$ cat config.mk
export PLATFORM = sky130hd
export DESIGN_NAME = uart_mem_loader
export DESIGN_NICKNAME = d
export VERILOG_FILES = /design/src/rtl/uart_mem_loader.sv
export SDC_FILE = /design/constraint.sdc
export NUM_CORES = 1
export LEC_CHECK = 0
export CORE_MARGIN = 2
export CORE_UTILIZATION = 40
export DETAILED_ROUTE_END_ITERATION = 7
export SLEW_MARGIN = 20
export SYNTH_ARGS = -nofsm -noshare
export SYNTH_HDL_FRONTEND = slang
export SYNTH_SLANG_ARGS = --single-unit
export TNS_END_PERCENT = 1
$ cat constraint.sdc
create_clock -name clk -period 2.6 [get_ports clk]
set_input_delay 0.52 -clock clk [delete_from_list [all_inputs] [get_ports clk]]
set_output_delay 0.52 -clock clk [all_outputs]
set_load 0.01 [all_outputs]
$ cat src/rtl/uart_mem_loader.sv
// uart_mem_loader: parses framed byte streams from a UART receiver and
// writes the payload into an on-chip memory through 32-bit word writes.
// Frame: SYNC, A2 A1 A0 (byte address), L1 L0 (length), payload, CK (XOR).
//
// Handshake: a byte is transferred on a rising edge where in_valid and
// in_ready are both high; in_ready depends only on the current state (and
// reset), never on in_valid, so the sender may hold data until accepted.
module uart_mem_loader #(
    parameter int         DEPTH_WORDS = 100240,
    parameter logic [7:0] SYNC_BYTE   = 8'hA5
) (
    input  logic        clk,
    input  logic        reset,
    input  logic [7:0]  in_data,
    input  logic        in_valid,
    output logic        in_ready,
    output logic [16:0] mem_address,
    output logic [3:0]  mem_byteenable,
    output logic        mem_chipselect,
    output logic        mem_write,
    output logic [31:0] mem_writedata,
    output logic        mem_clken,
    output logic        busy,
    output logic        done,
    output logic [1:0]  err,
    output logic [3:0]  dbg_state
);

    typedef enum logic [3:0] {
        IDLE    = 4'd0,
        ADDR2   = 4'd1,
        ADDR1   = 4'd2,
        ADDR0   = 4'd3,
        LEN1    = 4'd4,
        LEN0    = 4'd5,
        CHECK   = 4'd6,
        DATA    = 4'd7,
        FLUSH   = 4'd8,
        DISCARD = 4'd9,
        CSUM    = 4'd10,
        REPORT  = 4'd11
    } state_t;

    // First byte address past the memory; the last payload byte must be below it.
    localparam logic [24:0] LIMIT_BYTES = 25'(DEPTH_WORDS * 4);

    state_t      state_q, state_d;
    logic [23:0] addr_q;       // frame start byte address
    logic [15:0] len_q;        // frame payload length
    logic [15:0] cnt_q;        // payload bytes still to accept
    logic [18:0] cur_addr_q;   // byte address of next payload byte (in-range frames only)
    logic [7:0]  csum_q;       // running XOR from A2 onwards
    logic [31:0] word_q;       // lane register being assembled
    logic [3:0]  be_q;         // lanes filled in word_q
    logic [16:0] word_addr_q;  // word address of word_q
    logic [1:0]  frame_err_q;  // status of the frame in flight
    logic [1:0]  err_q;        // status reported with the last done

    logic        accept;
    logic [24:0] end_addr;
    logic        out_of_range;
    logic [1:0]  lane;
    logic        last_byte;
    logic [1:0]  final_err;

    assign accept       = in_valid && in_ready;
    assign end_addr     = {1'b0, addr_q} + {9'd0, len_q} - 25'd1;
    assign out_of_range = (end_addr >= LIMIT_BYTES);
    assign lane         = cur_addr_q[1:0];
    assign last_byte    = (cnt_q == 16'd1);
    assign final_err    = ((frame_err_q == 2'd0) && (in_data != csum_q)) ? 2'd2 : frame_err_q;

    // Outputs decoded from state; reset forces every strobe and ready low.
    assign in_ready       = !reset && (state_q inside {IDLE, ADDR2, ADDR1, ADDR0, LEN1, LEN0,
                                                       DATA, DISCARD, CSUM});
    assign mem_write      = !reset && (state_q == FLUSH);
    assign mem_chipselect = mem_write;
    assign mem_address    = word_addr_q;
    assign mem_byteenable = be_q;
    assign mem_writedata  = word_q;
    assign mem_clken      = 1'b1;
    assign busy           = !reset && (state_q != IDLE) && (state_q != REPORT);
    assign done           = !reset && (state_q == REPORT);
    assign err            = err_q;
    assign dbg_state      = state_q;

    // State register.
    always_ff @(posedge clk) begin
        if (reset) state_q <= IDLE;
        else       state_q <= state_d;
    end

    // Next-state logic for the frame parser.
    always_comb begin
        state_d = state_q;
        case (state_q)
            IDLE:    if (accept && in_data == SYNC_BYTE) state_d = ADDR2;
            ADDR2:   if (accept) state_d = ADDR1;
            ADDR1:   if (accept) state_d = ADDR0;
            ADDR0:   if (accept) state_d = LEN1;
            LEN1:    if (accept) state_d = LEN0;
            LEN0:    if (accept) state_d = CHECK;
            CHECK: begin
                if (len_q == 16'd0)    state_d = CSUM;
                else if (out_of_range) state_d = DISCARD;
                else                   state_d = DATA;
            end
            DATA:    if (accept && (lane == 2'd3 || last_byte)) state_d = FLUSH;
            FLUSH:   state_d = (cnt_q != 16'd0) ? DATA : CSUM;
            DISCARD: if (accept && last_byte) state_d = CSUM;
            CSUM:    if (accept) state_d = REPORT;
            REPORT:  state_d = IDLE;
            default: state_d = IDLE;
        endcase
    end

    // Datapath: header capture, checksum, lane packing and status.
    always_ff @(posedge clk) begin
        if (reset) begin
            addr_q      <= '0;
            len_q       <= '0;
            cnt_q       <= '0;
            cur_addr_q  <= '0;
            csum_q      <= '0;
            word_q      <= '0;
            be_q        <= '0;
            word_addr_q <= '0;
            frame_err_q <= '0;
            err_q       <= '0;
        end else begin
            case (state_q)
                IDLE: if (accept && in_data == SYNC_BYTE) begin
                    csum_q      <= '0;
                    frame_err_q <= '0;
                end
                ADDR2: if (accept) begin
                    addr_q[23:16] <= in_data;
                    csum_q        <= csum_q ^ in_data;
                end
                ADDR1: if (accept) begin
                    addr_q[15:8] <= in_data;
                    csum_q       <= csum_q ^ in_data;
                end
                ADDR0: if (accept) begin
                    addr_q[7:0] <= in_data;
                    csum_q      <= csum_q ^ in_data;
                end
                LEN1: if (accept) begin
                    len_q[15:8] <= in_data;
                    csum_q      <= csum_q ^ in_data;
                end
                LEN0: if (accept) begin
                    len_q[7:0] <= in_data;
                    csum_q     <= csum_q ^ in_data;
                end
                CHECK: begin
                    cnt_q      <= len_q;
                    cur_addr_q <= addr_q[18:0];
                    word_q     <= '0;
                    be_q       <= '0;
                    if (len_q == 16'd0)    frame_err_q <= 2'd3;
                    else if (out_of_range) frame_err_q <= 2'd1;
                    else                   frame_err_q <= 2'd0;
                end
                DATA: if (accept) begin
                    word_q[8*lane +: 8] <= in_data;
                    be_q[lane]          <= 1'b1;
                    word_addr_q         <= cur_addr_q[18:2];
                    cur_addr_q          <= cur_addr_q + 19'd1;
                    cnt_q               <= cnt_q - 16'd1;
                    csum_q              <= csum_q ^ in_data;
                end
                FLUSH: begin
                    word_q <= '0;
                    be_q   <= '0;
                end
                DISCARD: if (accept) begin
                    cnt_q  <= cnt_q - 16'd1;
                    csum_q <= csum_q ^ in_data;
                end
                CSUM: if (accept) begin
                    frame_err_q <= final_err;
                    err_q       <= final_err;
                end
                default: ;
            endcase
        end
    end

endmodule

==> run metrics, run 1 <==
CTS Sinks 144; Synth Flop Type dfxtp_1; htree depth 4; Finish-stage setup viols 4; cts hold-fix bufs 0; Pwr Total roughly 5.8 mW; syn nets 1195; CP endpoint kind flip-flop; CP max FO 4; Initial Util 0.4054; Clock Latency Late Sink roughly 0.43 ns; Final WS setup -0.4461 ns; f_max around 0.33 GHz; RSZ-0062 raised after global routing yes; Final Hold Fails 0; DR iter-0 viols 567; Yosys top cell by area dfxtp_1; CP Data Arrival Time 3.36 ns; Switching Fraction 0.2935; core area between 0.02 and 0.025 mm^2; Final Cycle Share 1.172; mean area per synthesized cell ~7.5 um^2; Vias 8748; Cell Pwr Density 510.5 mW/mm^2; register area 0.002892 mm^2; Syn Inst Count 1138; kind of critical path reg -> reg; root buffer cell clkbuf_16; initial antenna violation count 0; Final min period 3.046 ns; final-stage net count around 1400; Filler cells 2086; internal power 4.065 mW; GP Congestion between 0.9 and 1; P_sw ~1.7 mW; Comb power frac 0.183; Worst VDD drop 0.4417 mV; failing checks negative setup slack; status finished with violations; port bufs between 70 and 80; Unique masters post-synth 76; DRC viols 0; dpl hpwl 18450 um; P_leak approximately 4.6 nW; clk_skew 0.009254 ns; Warnings, synthesis 0; sequential share of the synthesized area 0.3393; antenna viol nets, final 0; CTS Buffer Depth 2; max-slew violation count 0; pin count of the biggest net entering global routing 52; post-place setup slack -0.4781 ns; TNS Setup -1.617 ns; DIE AREA around 0.022 mm^2; slew margin rel. 0.5394; IO Count 76; flops & latches, synth approximately 140; crit start category flip-flop; CTS tree built; GR Overflow Total 0; sequential power share 0.392; first-pass GRT wire length slightly above 40000 um; vias in the first global route between 8000 and 9000; total track usage 0.2317; Routed WL roughly 26000 um; Multi-input gate area slightly above 0.005 mm^2; Synth top cells by count nand2_1 (153), a21oi_1 (145), dfxtp_1 (144), nor2_1 (107), inv_1 (85); antenna cell count 0; clk slew on worst S/H paths 0.07 ns; mean routed wirelength per cell 15.88 um; die height between 100 and 150 um; synthesized area 0.008496 mm^2; DR vias/cell approximately 5.4; HP Class reg -> reg; count leader, synth nand2_1; Synth top area share 0.3393; area grow syn2layout 32.68%; Die X-Extent around 150 um; Fin Hold WS 0.4512 ns; max_cap viols 0; total iterations of the first detailed-routing run 5; asr flop ratio synth 0; Worst-Margin Slew 0.6891 ns; TritonCTS buffer count 17; power share of the clock group 0.424; Site Rows 53; number of flops mapped to enable cells by yosys 0; Req. time, crit path slightly below 3 ns; synth top area cells dfxtp_1 (34%), a21oi_1 (8.5%), nand2_1 (6.8%); layout cells sized above 1 0.1839
-- kinds of logic after synthesis --
logic type | Yosys count | synth area share
AND/OR/NAND/NOR | 435 | 0.2437
XOR/XNOR | 18 | 0.01856
multiplexers | 26 | 0.03063
other | 1 | 0.0004414
adder cells (fa/ha/maj) | 46 | 0.06863
AO/OA/AOI/OAI | 320 | 0.2289
buffers and inverters | 148 | 0.06981
flip-flops | 144 | 0.3393
-- sequential cells by signal, indices dropped and copies added, names as in the netlist, 4 cells and up --
signal	count
mem_address	17
addr_q	24
mem_byteenable	4
cur_addr_q	19
dbg_state	4
csum_q	8
mem_writedata	32
cnt_q	16
len_q	16
-- critical path, stage by stage (launching register included) --
cell,delay [ns]
dfxtp_2,0.33
inv_2,0.05
ha_4,0.26
inv_2,0.04
ha_4,0.15
inv_2,0.04
fa_2,0.21
nor2b_4,0.05
o311a_4,0.38
buf_6,0.12
nor3b_4,0.26
a21oi_2,0.11
buf_4,0.14
xor2_1,0.17
nand3b_1,0.16
o2bb2ai_4,0.18
a41o_2,0.28
-- routing by layer --
layer | vias to the layer above | part of all wire | global-route usage
li1 | 4372 | - | -
met1 | 4102 | 0.45 | 0.3088
met2 | 233 | 0.47 | 0.3745
met3 | 41 | 0.057 | 0.04421
met4 | 0 | 0.024 | 0.08302
met5 | - | 0 | 0
-- cell usage in the layout (no fill, tap or decap), drive strengths merged, types with 45 or more instances in the layout --
master / count
buf: 158
o21ai: 54
clkdlybuf4s50: 71
nand3: 64
a21oi: 145
dfxtp: 144
nor2: 109
nand2: 153
ha: 45
inv: 92
-- repair_timing --
item / in CTS / in global routing
gates cloned: 0 / 0
pin swaps: 14 / 13
setup endpoints to repair: 9 / 8
resized for setup: 19 / 20
setup buffers: 5 / 1
-- through the flow --
step | cell area [um^2] | util | instances
final | 11270 | 0.5379 | 1613
after global routing | 11270 | 0.5379 | 1613
after CTS | 11160 | 0.5327 | 1612
after detailed placement | 10470 | 0.4996 | 1575
after global placement | 10470 | 0.4996 | 1575
after floorplan | 8503 | - | 1138
-- power by group through the flow --
stage	Sequential (mW)	Clock, mW	Combinational, mW
2_1_floorplan	2.31	0	0.627
3_5_place_dp	2.31	0	0.986
5_1_grt	2.26	2.59	1.16
6_report	2.26	2.44	1.06
3_3_place_gp	2.31	0	0.988
4_1_cts	2.26	2.49	1.01
-- area by class of cell --
type | instances | share of cell area
multi-input cells | 846 | 0.4590
clock buffers | 18 | 0.03896
inverters | 85 | 0.02864
flip-flops and latches | 144 | 0.2565
repair buffers | 231 | 0.1734
clock inverters | 14 | 0.01299
well taps | 275 | 0.03052
-- final timing paths --
check | start | endpoint | slack, ns | depth (start not counted)
min | mem_writedata[4]$_SDFFE_PP0P_ | mem_writedata[4]$_SDFFE_PP0P_ | 0.45 | 2
max reg2reg | len_q[1]$_SDFFE_PP0P_ | dbg_state[2]$_SDFFE_PP0P_ | -0.45 | 16
min reg2reg | mem_writedata[4]$_SDFFE_PP0P_ | mem_writedata[4]$_SDFFE_PP0P_ | 0.45 | 2
max | len_q[1]$_SDFFE_PP0P_ | dbg_state[2]$_SDFFE_PP0P_ | -0.45 | 16
(Power assumes the default switching activity.)
==> run 2, diff against run 1 <==
--- a/config.mk
+++ b/config.mk
@@ -5,7 +5,6 @@
 export SDC_FILE = /design/constraint.sdc
 export NUM_CORES = 1
 export LEC_CHECK = 0
-export CORE_MARGIN = 2
 export CORE_UTILIZATION = 40
 export DETAILED_ROUTE_END_ITERATION = 7
 export SLEW_MARGIN = 20
==> run 2 against run 1 <==
Effect of this change:
- the run still ends with negative setup slack left
- clock-buffer cell count unchanged
- die area is 2.7% lower
- critical path depth fell by 3
- final cell count unchanged
- non-clock buffer count rose by 5
- largest power group unchanged
==> run metrics, run 2 (synthesis gave the netlist of run 1 again) <==
status finished with violations; failing checks negative setup slack; met3 WL post-DR 1148 um (-22%); TritonCTS buffer count 17 (unchanged); Top Layer Used met4; max_cap viols 0 (unchanged); layout cells sized above 1 0.2040 (+0.02016); first-pass GRT wire length 41430 um (+0.12%); design area 0.01145 mm^2 (+1.6%); Filler cells 1947 (-6.7%); initial antenna violation count 0 (unchanged); antenna viol nets, final 0 (unchanged); final-stage net count 1387 (+0.36%); total iterations of the first detailed-routing run 5 (unchanged); Comb power frac 0.189 (+0.006); Final Cycle Share 1.129 (-0.04252); P_sw 1.733 mW (+2.6%); vias in the first global route 8119 (-0.88%); DR iter-0 viols 426 (-25%); root buffer cell clkbuf_16; clk_skew 0.01074 ns (+0.001486 ns); most common cell after layout, fill and taps aside buf_4; Initial Util 0.4145 (+0.009108); Worst-Margin Slew 0.7686 ns (+0.07957 ns); DIE AREA 0.02183 mm^2 (-2.7%); Final WS setup -0.3356 ns (+0.1105 ns); sequential power share 0.393 (about the same); Worst VDD drop 0.4580 mV (+3.7%); power share of the clock group 0.418 (-0.006); placed cell count 1576 (+0.063%); CP endpoint kind flip-flop; die height 147.7 um (-1.3%); CP max FO 4 (unchanged); Finished Layout Cells 1613 (unchanged); Finish-stage setup viols 4 (unchanged); Final min period 2.936 ns (-0.1105 ns); P_leak 4.659 nW (+1.0%); CP max-delay cell or3_1; Pwr Total 5.740 mW (-0.26%); TNS Setup -1.285 ns (+0.3321 ns); total track usage 0.2398 (+0.008171); pin count of the biggest net entering global routing 71 (+37%); Die X-Extent 147.7 um (-1.3%); CP cell instances inv_2 > ha_4 > inv_1 > ha_1 > a211oi_2 > o21ai_2 > buf_4 > or3_1 > a211oi_1 > a31o_2 > o311ai_2 > o2bb2ai_4 > a41oi_2; commonest cells after routing, fill and taps aside buf_4 (160), nand2_1 (153), a21oi_1 (139); slowest cell delay on critical path 0.36 ns (-0.02 ns); Clock Latency Late Sink 0.43 ns (about the same); Met2 Wirelength 11960 um (+0.24%); Site Rows 52 (-1.9%); Met1 Wirelength 12040 um (+3.7%); CP Data Arrival Time 3.23 ns (-0.13 ns); CTS tree built; crit start category flip-flop; post-place setup slack -0.5553 ns (-0.07725 ns); CTS Buffer Depth 2 (unchanged); clk slew on worst S/H paths 0.07 ns (about the same); Req. time, crit path 2.89 ns (-0.02 ns); mean routed wirelength per cell 15.96 um (+0.45%); kind of critical path reg -> reg; slew margin rel. 0.4876 (-0.05184); internal power 4.007 mW (-1.4%); Switching Fraction 0.3019 (+0.008391); GP Congestion 0.9461 (+2.9%); Cell Pwr Density 501.1 mW/mm^2 (-1.8%); Vias 8642 (-1.2%); HP Class reg -> reg; port bufs 74 (unchanged); IO Count 76 (unchanged); max-slew violation count 0 (unchanged); antenna cell count 0 (unchanged); cts hold-fix bufs 0 (unchanged); max reg flops 32 (unchanged); Final Hold Fails 0 (unchanged); GR Overflow Total 0 (unchanged); CTS Sinks 144 (unchanged); htree depth 4 (unchanged); DRC viols 0 (unchanged); area grow syn2layout 34.83%; area post-placement 0.01051 mm^2 (+0.37%); core area 0.02049 mm^2 (-2.2%); DR vias/cell 5.358 (-1.2%); Routed WL 25740 um (+0.45%); f_max 0.3406 GHz (+3.8%); dpl hpwl 18310 um (-0.76%); RSZ-0062 raised after global routing yes
## run 2: layer usage
metal,vias up,global-route usage
met4,0,0.07990
met3,43,0.04660
met2,193,0.3960
li1,4390,-
met1,4016,0.3126
met5,-,0
## run 2: worst paths after layout
path | startpoint | to | slack (ns) | cells past startpoint
worst max-delay path | addr_q[2]$_SDFFE_PP0P_ | frame_err_q[0]$_SDFFE_PP0P_ | -0.34 | 13
worst min-delay path | mem_writedata[5]$_SDFFE_PP0P_ | mem_writedata[5]$_SDFFE_PP0P_ | 0.45 | 2
worst max register to register | addr_q[2]$_SDFFE_PP0P_ | frame_err_q[0]$_SDFFE_PP0P_ | -0.34 | 13
worst min register to register | mem_writedata[5]$_SDFFE_PP0P_ | mem_writedata[5]$_SDFFE_PP0P_ | 0.45 | 2
## run 2: through the flow
stage,hold slack (ns),utilization
final,0.4527,0.5589
after global routing,0.4711,0.5589
after detailed placement,0.4451,0.5128
after floorplan,0.4363,-
after global placement,0.4405,0.5128
after CTS,0.4556,0.5576
## run 2: area by class of cell
class | instances | area [um^2] | share of cell area
multi-input cells | 846 | 5336 | 0.4659
flip-flops and latches | 144 | 2897 | 0.2529
repair buffers | 236 | 1988 | 0.1736
clock buffers | 18 | 439.2 | 0.03834
well taps | 270 | 337.8 | 0.02949
inverters | 85 | 319.1 | 0.02785
clock inverters | 14 | 137.6 | 0.01202
## run 2: worst max-delay path, delay by kind of cell, from the launching register on
kind | cells | cell delay, ns
and+or+nand+nor | 1 | 0.36
adders and majority gates | 2 | 0.57
AOI/OAI and AO/OA | 7 | 1.30
buffers and inverters | 3 | 0.24
DFF | 1 | 0.33
## run 2: power by group through the flow
stage / clock network, mW / registers [mW] / logic [mW]
floorplan: 0 / 2.31 / 0.627
global placement: 0 / 2.31 / 1.00
detailed placement: 0 / 2.31 / 0.993
CTS: 2.43 / 2.26 / 1.06
global route: 2.52 / 2.26 / 1.18
finish: 2.40 / 2.26 / 1.08
## run 2: repair_timing
item | in CTS | in global routing
resized for setup | 55 | 6
pin swaps | 31 | 1
setup endpoints to repair | 7 | 8
setup buffers | 5 | 1
==> run 3, diff against run 2 <==
--- a/config.mk
+++ b/config.mk
@@ -7,6 +7,7 @@
 export LEC_CHECK = 0
 export CORE_UTILIZATION = 40
 export DETAILED_ROUTE_END_ITERATION = 7
+export GPL_ROUTABILITY_DRIVEN = 0
 export SLEW_MARGIN = 20
 export SYNTH_ARGS = -nofsm -noshare
 export SYNTH_HDL_FRONTEND = slang
==> run 3 against run 2 <==
Effect of this change:
- the run still ends with negative setup slack left
- utilization fell by 0.19 points
- maximum frequency fell by 1.1%
- clock skew increased by 0.0011 ns
- hold slack got worse by 0.0040 ns
- flip-flop and latch count unchanged
- sequential share of layout area is 0.064 points higher
- largest cell class unchanged
==> run metrics, run 3 (synthesis gave the netlist of run 1 again) <==
status finished with violations; failing checks negative setup slack; die height 147.7 um (unchanged); core area 0.02049 mm^2 (unchanged); Hold Crit Start mem_writedata[5]$_SDFFE_PP0P_; CP max-delay cell a2111o_1; Site Rows 52 (unchanged); RSZ-0062 raised after global routing yes; DRC viols 0 (unchanged); slew margin rel. 0.4023 (-0.08528); cts hold-fix bufs 0 (unchanged); Vias 8770 (+1.5%); Clock Latency Late Sink 0.43 ns (about the same); clk slew on worst S/H paths 0.07 ns (about the same); initial antenna violation count 0 (unchanged); max-slew violation count 0 (unchanged); Worst VDD drop 0.4305 mV (-6.0%); mean routed wirelength per cell 15.99 um (+0.24%); dpl hpwl 18370 um (+0.34%); Worst-Margin Slew 0.8917 ns (+0.1231 ns); Final Hold Fails 0 (unchanged); slowest cell delay on critical path 0.43 ns (+0.07 ns); DR vias/cell 5.434 (+1.4%); max_cap viols 0 (unchanged); antenna viol nets, final 0 (unchanged); delay-heaviest family, CP compound AO/OA/AOI/OAI gates; worst r2r src len_q[1]$_SDFFE_PP0P_; commonest cells after routing, fill and taps aside buf_4 (160), nand2_1 (153), a21oi_1 (139); CTS tree built; P_leak 4.634 nW (-0.54%); kind of critical path reg -> reg; vias in the first global route 8435 (+3.9%); Final Cycle Share 1.142 (+0.01312); Finish-stage setup viols 5 (+1); internal power 4.100 mW (+2.3%); layout cells sized above 1 0.2001 (-0.003872); DR iter-0 viols 479 (+12%); pin count of the biggest net entering global routing 71 (unchanged); first-pass GRT wire length 41990 um (+1.3%); antenna cell count 0 (unchanged); CP Data Arrival Time 3.33 ns (+0.10 ns); CP max FO 4 (unchanged); CP startpoint len_q[1]$_SDFFE_PP0P_; CP cell instances inv_2 > ha_4 > inv_4 > ha_4 > inv_2 > fa_2 > nor2b_4 > o311a_4 > nor3b_4 > a2111o_1 > o211ai_1 > o311ai_2 > o2bb2ai_2 > buf_6 > a41o_2; CP endpoint kind flip-flop; crit start category flip-flop; root buffer cell clkbuf_16; power share of the clock group 0.421 (+0.003); Finished Layout Cells 1614 (+0.062%); TritonCTS buffer count 17 (unchanged); most common cell after layout, fill and taps aside buf_4; IO Count 76 (unchanged); placed cell count 1574 (-0.13%); Final Core Density 0.5570 (-0.001892); sequential power share 0.390 (-0.003); Initial Util 0.4145 (unchanged); DIE AREA 0.02183 mm^2 (unchanged); total track usage 0.2418 (+0.002001); final-stage net count 1388 (+0.072%); max reg flops 32 (unchanged); Switching Fraction 0.2934 (-0.008552); Comb power frac 0.190 (about the same); P_sw 1.702 mW (-1.8%); area grow syn2layout 34.37%; TNS Setup -1.456 ns (-0.1710 ns); Die X-Extent 147.7 um (unchanged); total iterations of the first detailed-routing run 6 (+1); Worst Path Buf+Inv 4 (+1); Final WS setup -0.3697 ns (-0.03410 ns); f_max 0.3367 GHz (-1.1%); CTS Sinks 144 (unchanged); Final min period 2.970 ns (+0.03410 ns); Req. time, crit path 2.96 ns (+0.07 ns); htree depth 4 (unchanged); Routed WL 25810 um (+0.30%); clk_skew 0.01185 ns (+0.001108 ns); CTS Buffer Depth 2 (unchanged); GR Overflow Total 0 (unchanged); Filler cells 1984 (+1.9%); port bufs 74 (unchanged); HP Class reg -> reg; Cell Pwr Density 508.2 mW/mm^2 (+1.4%)
run 3: changes by cell type in the layout (fill, tap and decap cells not counted), sizes merged:
cell / before / now
inv: 95 / 94
clkinvlp: 2 / 3
clkinv: 2 / 1
bufinv: 0 / 1
dlymetal6s2s: 2 / 0
clkdlybuf4s50: 71 / 73
buf: 163 / 164
run 3: cell type report:
cell class	count	area (um^2)	area share
Clock buffer	18	439.2	0.03847
Clock inverter	14	145.1	0.01271
Inverter	85	321.6	0.02817
Multi-Input combinational cell	846	5284	0.4628
Sequential cell	144	2894	0.2535
Tap cell	270	337.8	0.02959
Timing Repair Buffer	237	1994	0.1747
run 3: repair_timing:
action | 4_1_cts | 5_1_grt
buffers inserted | 6 | 2
endpoints found under the setup margin | 8 | 8
pin swaps | 17 | 4
cloned | 0 | 0
resized for setup | 45 | 11
run 3: layer usage:
layer  routed length [um]  GRT usage  vias to the layer above
li1                     -          -                     4397
met1                11530     0.3081                     4054
met2                11860     0.3917                      247
met3                 1406    0.04383                       72
met4                 1016     0.1216                        0
met5                    0          0                        -
run 3: per-stage QoR:
stage / power [mW] / area [um^2] / setup WS (ns) / hold slack [ns]
3_3_place_gp: 3.306 / 10490 / -0.4846 / 0.4407
3_5_place_dp: 3.309 / 10490 / -0.5207 / 0.4450
6_report: 5.802 / 11420 / -0.3697 / 0.4487
2_1_floorplan: 2.932 / 8503 / -0.1612 / 0.4363
4_1_cts: 5.797 / 11350 / -0.3160 / 0.4549
5_1_grt: 6.031 / 11420 / -0.5063 / 0.4703
run 3: final timing paths:
path	end	slack [ns]	cells past startpoint
max	dbg_state[2]$_SDFFE_PP0P_	-0.37	15
min	mem_writedata[5]$_SDFFE_PP0P_	0.45	2
max reg2reg	dbg_state[2]$_SDFFE_PP0P_	-0.37	15
min reg2reg	mem_writedata[5]$_SDFFE_PP0P_	0.45	2
run 3: worst register-to-register path: cells and delay by family, from the launching register on:
family	cells	cell delay (ns)
flip-flops	1	0.33
AO/OA/AOI/OAI	6	1.32
buffers and inverters	4	0.28
AND/OR/NAND/NOR	2	0.22
adder cells (fa/ha/maj)	3	0.76
run 3: power groups by stage:
stage,logic (mW),registers (mW),clock network (mW)
global route,1.20,2.26,2.57
global placement,0.997,2.31,0
detailed placement,1.00,2.31,0
CTS,1.06,2.26,2.48
floorplan,0.627,2.31,0
finish,1.10,2.26,2.44
